===== src/rtl/median_stream_ctrl.sv =====
// median_stream_ctrl
//   Frame sequencer for a 3x3 median filter over a raster-scanned image.
//   Pixels arrive one per accepted transfer. Two line buffers and a 3x3 shift
//   window build each neighbourhood. Every interior window is handed to an
//   external median_3x3 core, and the core's result is realigned with a valid
//   flag. An IDLE/FILL/RUN/DRAIN FSM runs once per frame and pulses o_done
//   after the last filtered pixel.
//
// Ports
//   clk, rst      rising-edge clock, synchronous active-high reset
//   i_start       frame start pulse, honoured only in IDLE
//   i_valid       i_pixel is valid this cycle
//   i_pixel       raster-order input pixel
//   o_ready       a transfer happens when i_valid & o_ready (FILL/RUN only)
//   o_win         window to the core, p0 = [DATA_W-1:0] ... p8 = top slice
//   o_win_valid   o_win holds a complete interior window
//   i_median      result from the median core, MEDIAN_LAT cycles after o_win_valid
//   o_valid       o_pixel carries a filtered interior pixel
//   o_pixel       filtered pixel, zero when o_valid is low
//   o_busy        high in every state except IDLE
//   o_done        one-cycle pulse after the last o_valid of the frame
module median_stream_ctrl #(
  parameter int IMG_W      = 128,
  parameter int IMG_H      = 128,
  parameter int MEDIAN_LAT = 1,
  parameter int DATA_W     = 8
) (
  input  logic                clk,
  input  logic                rst,
  input  logic                i_start,
  input  logic                i_valid,
  input  logic [DATA_W-1:0]   i_pixel,
  output logic                o_ready,
  output logic [9*DATA_W-1:0] o_win,
  output logic                o_win_valid,
  input  logic [DATA_W-1:0]   i_median,
  output logic                o_valid,
  output logic [DATA_W-1:0]   o_pixel,
  output logic                o_busy,
  output logic                o_done
);

  localparam int CW    = $clog2(IMG_W);
  localparam int RW    = $clog2(IMG_H);
  localparam int DW    = $clog2(MEDIAN_LAT + 1);
  localparam int OUT_N = (IMG_W - 2) * (IMG_H - 2);

  typedef enum logic [1:0] {IDLE, FILL, RUN, DRAIN} state_t;

  state_t                state, state_nxt;
  logic [CW-1:0]         col;
  logic [RW-1:0]         row;
  logic [DW-1:0]         drain_cnt;
  logic [31:0]           out_cnt;
  logic                  accept, last_col, last_row, issue, done_nxt;

  logic [DATA_W-1:0]     lb0 [IMG_W];
  logic [DATA_W-1:0]     lb1 [IMG_W];
  logic [DATA_W-1:0]     win_p0  [9];
  logic [DATA_W-1:0]     win_nxt [9];
  logic [MEDIAN_LAT-1:0] vld_p2;

  always_comb begin
    o_ready  = (state == FILL) || (state == RUN);
    o_busy   = (state != IDLE);
    accept   = i_valid && o_ready;
    last_col = (col == CW'(IMG_W - 1));
    last_row = (row == RW'(IMG_H - 1));
    // Only windows whose three columns all lie on the current row set are
    // interior; the col guard keeps a window from straddling a line wrap.
    issue    = accept && (row >= RW'(2)) && (col >= CW'(2));
    o_valid  = vld_p2[MEDIAN_LAT-1];
    o_pixel  = o_valid ? i_median : '0;
  end

  // Window after this pixel: shift left, new right column is
  // oldest line, previous line, current pixel.
  always_comb begin
    win_nxt[0] = win_p0[1];
    win_nxt[1] = win_p0[2];
    win_nxt[2] = lb1[col];
    win_nxt[3] = win_p0[4];
    win_nxt[4] = win_p0[5];
    win_nxt[5] = lb0[col];
    win_nxt[6] = win_p0[7];
    win_nxt[7] = win_p0[8];
    win_nxt[8] = i_pixel;
  end

  always_comb begin
    state_nxt = state;
    done_nxt  = 1'b0;
    case (state)
      IDLE:  if (i_start) state_nxt = FILL;
      FILL:  if (accept && (row == RW'(1)) && last_col) state_nxt = RUN;
      RUN:   if (accept && last_row && last_col) state_nxt = DRAIN;
      DRAIN: begin
        // The last window was issued on the cycle DRAIN was entered; its
        // result leaves the delay line MEDIAN_LAT cycles later.
        if (drain_cnt == DW'(MEDIAN_LAT)) begin
          state_nxt = IDLE;
          done_nxt  = 1'b1;
        end
      end
      default: state_nxt = IDLE;
    endcase
  end

  // ---- stage p0 -> p1: control, counters, window issue, valid delay line ----
  always_ff @(posedge clk) begin
    if (rst) begin
      state       <= IDLE;
      row         <= '0;
      col         <= '0;
      drain_cnt   <= '0;
      out_cnt     <= '0;
      o_done      <= 1'b0;
      o_win_valid <= 1'b0;
      o_win       <= '0;
      vld_p2      <= '0;
    end else begin
      state       <= state_nxt;
      o_done      <= done_nxt;
      o_win_valid <= issue;
      vld_p2[0]   <= o_win_valid;
      for (int k = 1; k < MEDIAN_LAT; k++) vld_p2[k] <= vld_p2[k-1];

      if (issue)
        for (int k = 0; k < 9; k++) o_win[k*DATA_W +: DATA_W] <= win_nxt[k];

      drain_cnt <= (state == DRAIN) ? drain_cnt + DW'(1) : '0;

      if (state == IDLE && i_start) begin
        row     <= '0;
        col     <= '0;
        out_cnt <= '0;
      end else begin
        if (o_valid) out_cnt <= out_cnt + 32'd1;
        if (accept) begin
          if (last_col) begin
            col <= '0;
            row <= last_row ? '0 : row + RW'(1);
          end else begin
            col <= col + CW'(1);
          end
        end
      end
    end
  end

  // ---- stage p0: line buffers and shift window (data only, no reset) ----
  always_ff @(posedge clk) begin
    if (accept) begin
      for (int k = 0; k < 9; k++) win_p0[k] <= win_nxt[k];
      lb1[col] <= lb0[col];
      lb0[col] <= i_pixel;
    end
  end

`ifndef SYNTHESIS
  // The output count must equal the interior pixel count when the frame closes.
  always_ff @(posedge clk) begin
    if (!rst && state == DRAIN && state_nxt == IDLE &&
        (out_cnt + 32'(o_valid)) != 32'(OUT_N))
      $error("median_stream_ctrl: %0d outputs in frame, expected %0d",
             out_cnt + 32'(o_valid), OUT_N);
  end
`endif

endmodule

===== config.mk =====
export PLATFORM = sky130hd
export DESIGN_NAME = median_stream_ctrl
export DESIGN_NICKNAME = d
export VERILOG_FILES = /design/src/rtl/median_stream_ctrl.sv
export SDC_FILE = /design/constraint.sdc
export NUM_CORES = 2
export LEC_CHECK = 0
export BUFFER_PORTS_ARGS = -buffer_cell sky130_fd_sc_hd__buf_2
export CAP_MARGIN = 20
export CORE_MARGIN = 8
export CORE_UTILIZATION = 50
export DETAILED_ROUTE_END_ITERATION = 10
export PLACE_DENSITY = 0.72
export REMOVE_ABC_BUFFERS = 1
export SYNTH_ARGS = -nofsm -noshare
export SYNTH_HDL_FRONTEND = slang
export SYNTH_SLANG_ARGS = --single-unit

===== constraint.sdc =====
create_clock -name clk -period 13.55 [get_ports clk]
set_input_delay 0.6775 -clock clk [delete_from_list [all_inputs] [get_ports clk]]
set_output_delay 0.6775 -clock clk [all_outputs]
set_load 0.02 [all_outputs]

# Word-level counts from Yosys, hierarchy flattened
# Memories as Yosys holds them, arrays and structs flattened. A register that Yosys moved wholly into a read port is not among the register bits.
# Index checks and enable logic that the tools add are counted.
dict set report word_totals {
  regBits 92
  ram_bits 2120
  inputBits 20
  out_inout_bits 85
  word_cells 57
  mem_count 3
}
# name depth word_bits read_ports rd_clocked_by_memory_dff wr line_no
set mem_list {}
lappend mem_list {lb0 128 8 1 1 1 57} ;# logic [DATA_W-1:0] lb0 [IMG_W];
lappend mem_list {lb1 128 8 1 1 1 58} ;# logic [DATA_W-1:0] lb1 [IMG_W];
lappend mem_list {win_p0 9 8 6 0 9 59} ;# logic [DATA_W-1:0] win_p0 [9];
dict set report op_classes {
  addsub 3
  n_lt_le_gt_ge 2
  n_eq_ne 10
  n_mux 15
  bitwise 1
  n_reduce_logical 15
}
# cell count
set op_table {}
lappend op_table {{two-way mux 7 bit} 6}
lappend op_table {{adder 7 x 1 -> 7 bit, second input constant} 2}
lappend op_table {{equality test 7 bit, second input constant} 2}
lappend op_table {{>= comparator 7 x 2 -> 1 bit, second input constant} 2}
lappend op_table {{logical AND 1 bit} 8}
lappend op_table {{two-way mux 2 bit} 4}
lappend op_table {{two-way mux 8 bit} 1}
lappend op_table {{case mux 2 bit (4 select lines)} 1}
lappend op_table {{equality test 7 x 1 -> 1 bit, second input constant} 1}
lappend op_table {{equality test 2 bit, second input constant} 2}
lappend op_table {{!= test 2 x 1 -> 1 bit, second input constant} 2}
lappend op_table {{!= test 2 bit, second input constant} 2}
lappend op_table {{AND reduction 4 bit} 1}
lappend op_table {{OR reduction 2 bit} 2}
lappend op_table {{two-way mux 1 bit} 3}
lappend op_table {{equality test 2 x 1 -> 1 bit, second input constant} 1}
lappend op_table {{logical NOT 2 bit} 1}
lappend op_table {{AND reduction 2 bit} 1}
lappend op_table {{nonzero test 2 bit} 1}
lappend op_table {{adder 1 bit, second input constant} 1}
lappend op_table {{logical OR 1 bit} 1}
lappend op_table {{inverter 1 bit} 1}

# Longest topological paths before layout
dict set report depth {
  word_depth 7
  mapped_depth 11
  mapped_depth_nobuf 8
}

# Worst setup path after synthesis
# OpenSTA, ideal clock, no wires.
dict set report synth_timing {
  path_type {reg-to-reg}
  from {reg with a tool-made name}
  to {mem lb1[0][0], data pin}
  setup_time_ns 0.903
  t_arrival_ns 5.187
  required_time_ns 12.647
  path_slack_ns 7.461
  stages_incl_launch_ff 9
  n_path_buf 4
  period_less_slack_ns 6.089
  path_cell_list {dfxtp_1 buf_2 buf_4 clkbuf_1 buf_2 o221ai_1 o211ai_1 nor2_1 o22ai_1}
}
# item line_no
set synth_rtl {}
lappend synth_rtl {{end, declared} 58}

==> flow_summary.ini <==
[worst_setup_path]
crit_required_ns = 13.98
worstSetupPathType = flop to flop
worstPathArrival_ns = 6.66
crit_chain = buf_12 > buf_12 > buf_4 > mux4_2 > a22oi_1 > nand4_1 > nor3_1 > o22ai_4 > buf_4
end_kind = flop
max_stage_delay_ns = 0.86
crit_end = lb1[68][6]
critPathLaunchType = flop
path_max_fanout = 90
rr_worst_depth = 9
critPathSlowestCell = nor3_1
r2r_setup_slack_ns = 7.32
rr_endpoint = lb1[68][6]

[placement]
place_hpwl_um = 124000
dp.cells = 6719
gp_congestion = 0.822
portBuffers = 104
place_area_um2 = 88300

[detailed_routing]
post_drt_wl_per_cell_um = 30.0
routed_wl_um = 213000
drtIter0Drc = 5660
drt_pre_antenna_iters = 6
avgViaCountPerCell = 6.26
num_vias = 44600
final_antenna_net_count = 0
drc = 0

[hold_path]
holdPathStages = 3
hold_class = input port to flop

[power_and_ir_drop]
power_frac_clock_pct = 36.0
p_per_area_nw_per_um2 = 171
ir_drop_uv = 122
swShare_pct = 25.5
combinationalPowerShare_pct = 14.4
p_leak_uw = 0.0289
cellInternalPower_uw = 12200
seqPwrFrac_pct = 49.6
power.switching_uw = 4160

[cts]
cts_buffers = 208
cts_tree = built
clock_tree.htree_level_count = 4
cts-root-buf = clkbuf_16
cts-hold-fix-buffers = 0
clk_pin_slew_ns = 0.06
insertion_delay_ns = 0.85
clock-sinks = 2195
cts_setup_buffers = 0
cts_resized = 0
clockBufferDepth = 3

[floorplan]
initial_core_util_pct = 50.2
die_h_um = 427
die_x_um = 427
ioPinCount = 105
die-area_um2 = 183000
fp-row-count = 151
coreArea_um2 = 169000

[grt]
antenna_found_initial = 5
grt_max_degree = 130
grt_pass1_wl_um = 306000
grt_pass1_vias = 43700
grt.overflow.total = 0
grt_usage_pct = 23.0

[final_layout]
stdcell_count = 7119
multi_input_area_um2 = 18300
fin_util_pct = 56.5
final.fill_count = 12300
area_growth_pct = 12.6
layout_commonest_cell = edfxtp_1
layout_common_cells = edfxtp_1, mux2i_1, mux4_2, nand2_1, buf_4
regArea_um2 = 64900
design_area_um2 = 95300
final_nets = 4743
layout-drive-gt1-share_pct = 20.0

[sta]
holdWs_ns = 0.305
slew_violations = 0
finClkSkew_ns = 0.0561
rsz0062_at_grt = false
fin_crit_sh_pct = 46.0
fin_setup_tns_ns = 0
final-setup-viol-count = 0
min_period_ns = 6.23
hold_violations = 0
fmax_ghz = 0.161
relSlewSlack_pct = 26.9
tightestPinTransition_ns = 1.10

[synthesis]
yosys.area.top_type = edfxtp_1
ys_seq_area_share_pct = 76.7
synth_edf_count = 2096
synth_seq_cells = 2195
yosysTopAreaCellShare_pct = 74.4
syn_inst = 4440
yosysWarnings = 0
asyncSetResetFlopFracSynth_pct = 0
yosys-top-cells-area = edfxtp_1, mux4_2, mux2i_1
synth_flop_cell = edfxtp_1
netlist_area_um2 = 84600
synth_cell_types = 60
avgSynthCellArea_um2 = 19.1

[outcome]
outcome = finished, final reports clean

[flow_run]
drv_cap = 0
==> metrics by stage <==
| step | setup slack, ns | total power (µW) |
|---|---|---|
| finish | 7.32 | 16300 |
| detailed placement | 7.26 | 10600 |
| global route | 6.99 | 16800 |
| floorplan | -22.01 | 11300 |
| global placement | 7.44 | 10500 |
| CTS | 7.24 | 16400 |
==> synth_stat cells, types with 11 or more instances <==
cell type     n
buf_2        86
dfxtp_1      99
nor2_1      204
a211oi_2     14
o21ai_0      28
a21oi_1      60
or2_2        21
mux2i_1     511
a31oi_1      16
edfxtp_1   2096
a22oi_1     159
nor2b_1      11
a221oi_1     96
mux4_2      238
o221ai_1     89
nand2_1     239
nand4_1      39
clkbuf_1    113
and2_1       12
a21boi_0     16
buf_4        36
a211oi_1     21
nor3_1       13
o22ai_1      48
buf_12       15
mux2_2       32
o211ai_1     17
==> cell families after synthesis <==
group	Yosys count	synth area share, %
XOR/XNOR	11	0.114
adder cells (fa/ha/maj)	10	0.148
flip-flops	2195	76.7
buffers and inverters	279	1.88
AND/OR/NAND/NOR	583	3.06
multiplexers	784	12.9
AO/OA/AOI/OAI	578	5.18
==> how the worst min path moves through the flow <==
stage,start,endpoint,slack [ns]
floorplan,drain_cnt,drain_cnt,0.41
finish,rst,o_win[57],0.30
CTS,rst,o_win[49],0.22
global route,rst,o_win[57],0.28
detailed placement,drain_cnt,drain_cnt,0.43
global placement,drain_cnt,drain_cnt,0.43
==> power groups by stage <==
stage          combinational, µW  sequential, µW  clock [µW]
3_5_place_dp                2320            8250           0
3_3_place_gp                2260            8250           0
2_1_floorplan               2680            8590           0
6_report                    2350            8110        5870
4_1_cts                     2330            8110        5940
5_1_grt                     2470            8110        6200
==> layer usage <==
| metal | global-route usage [%] | vias to the layer above | wire length (µm) |
|---|---|---|---|
| li1 | - | 18700 | - |
| met1 | 31.1 | 23000 | 81500 |
| met2 | 36.3 | 2504 | 100000 |
| met3 | 4.73 | 418 | 21400 |
| met4 | 10.2 | 0 | 10200 |
| met5 | 0 | - | 0 |
==> critical path: cells and delay by family, from the launching register on <==
family                 cells  cell delay [ns]
AO/OA/AOI/OAI              2             0.70
buffers and inverters      4             2.41
flip-flops                 1             0.71
multiplexers               1             0.58
AND/OR/NAND/NOR            2             1.09
==> cell type report <==
| cell class | count | share of cell area [%] |
|---|---|---|
| repair buffers | 330 | 2.43 |
| flip-flops and latches | 2195 | 68.1 |
| diodes | 11 | 0.0289 |
| multi-input cells | 1966 | 19.2 |
| inverters | 12 | 0.0473 |
| clock buffers | 268 | 5.89 |
| well taps | 2218 | 2.91 |
| clock inverters | 119 | 1.37 |
==> sequential cells by signal (all words and copies together) (netlist names), named ones only <==
signal and cells:
col 7, drain_cnt 1, lb0 1024, lb1 1024
o_done 1, o_valid 1, o_win 72, o_win_valid 1
row 7, state 2, win_p0 48
Power figures use the tool's default switching activity.
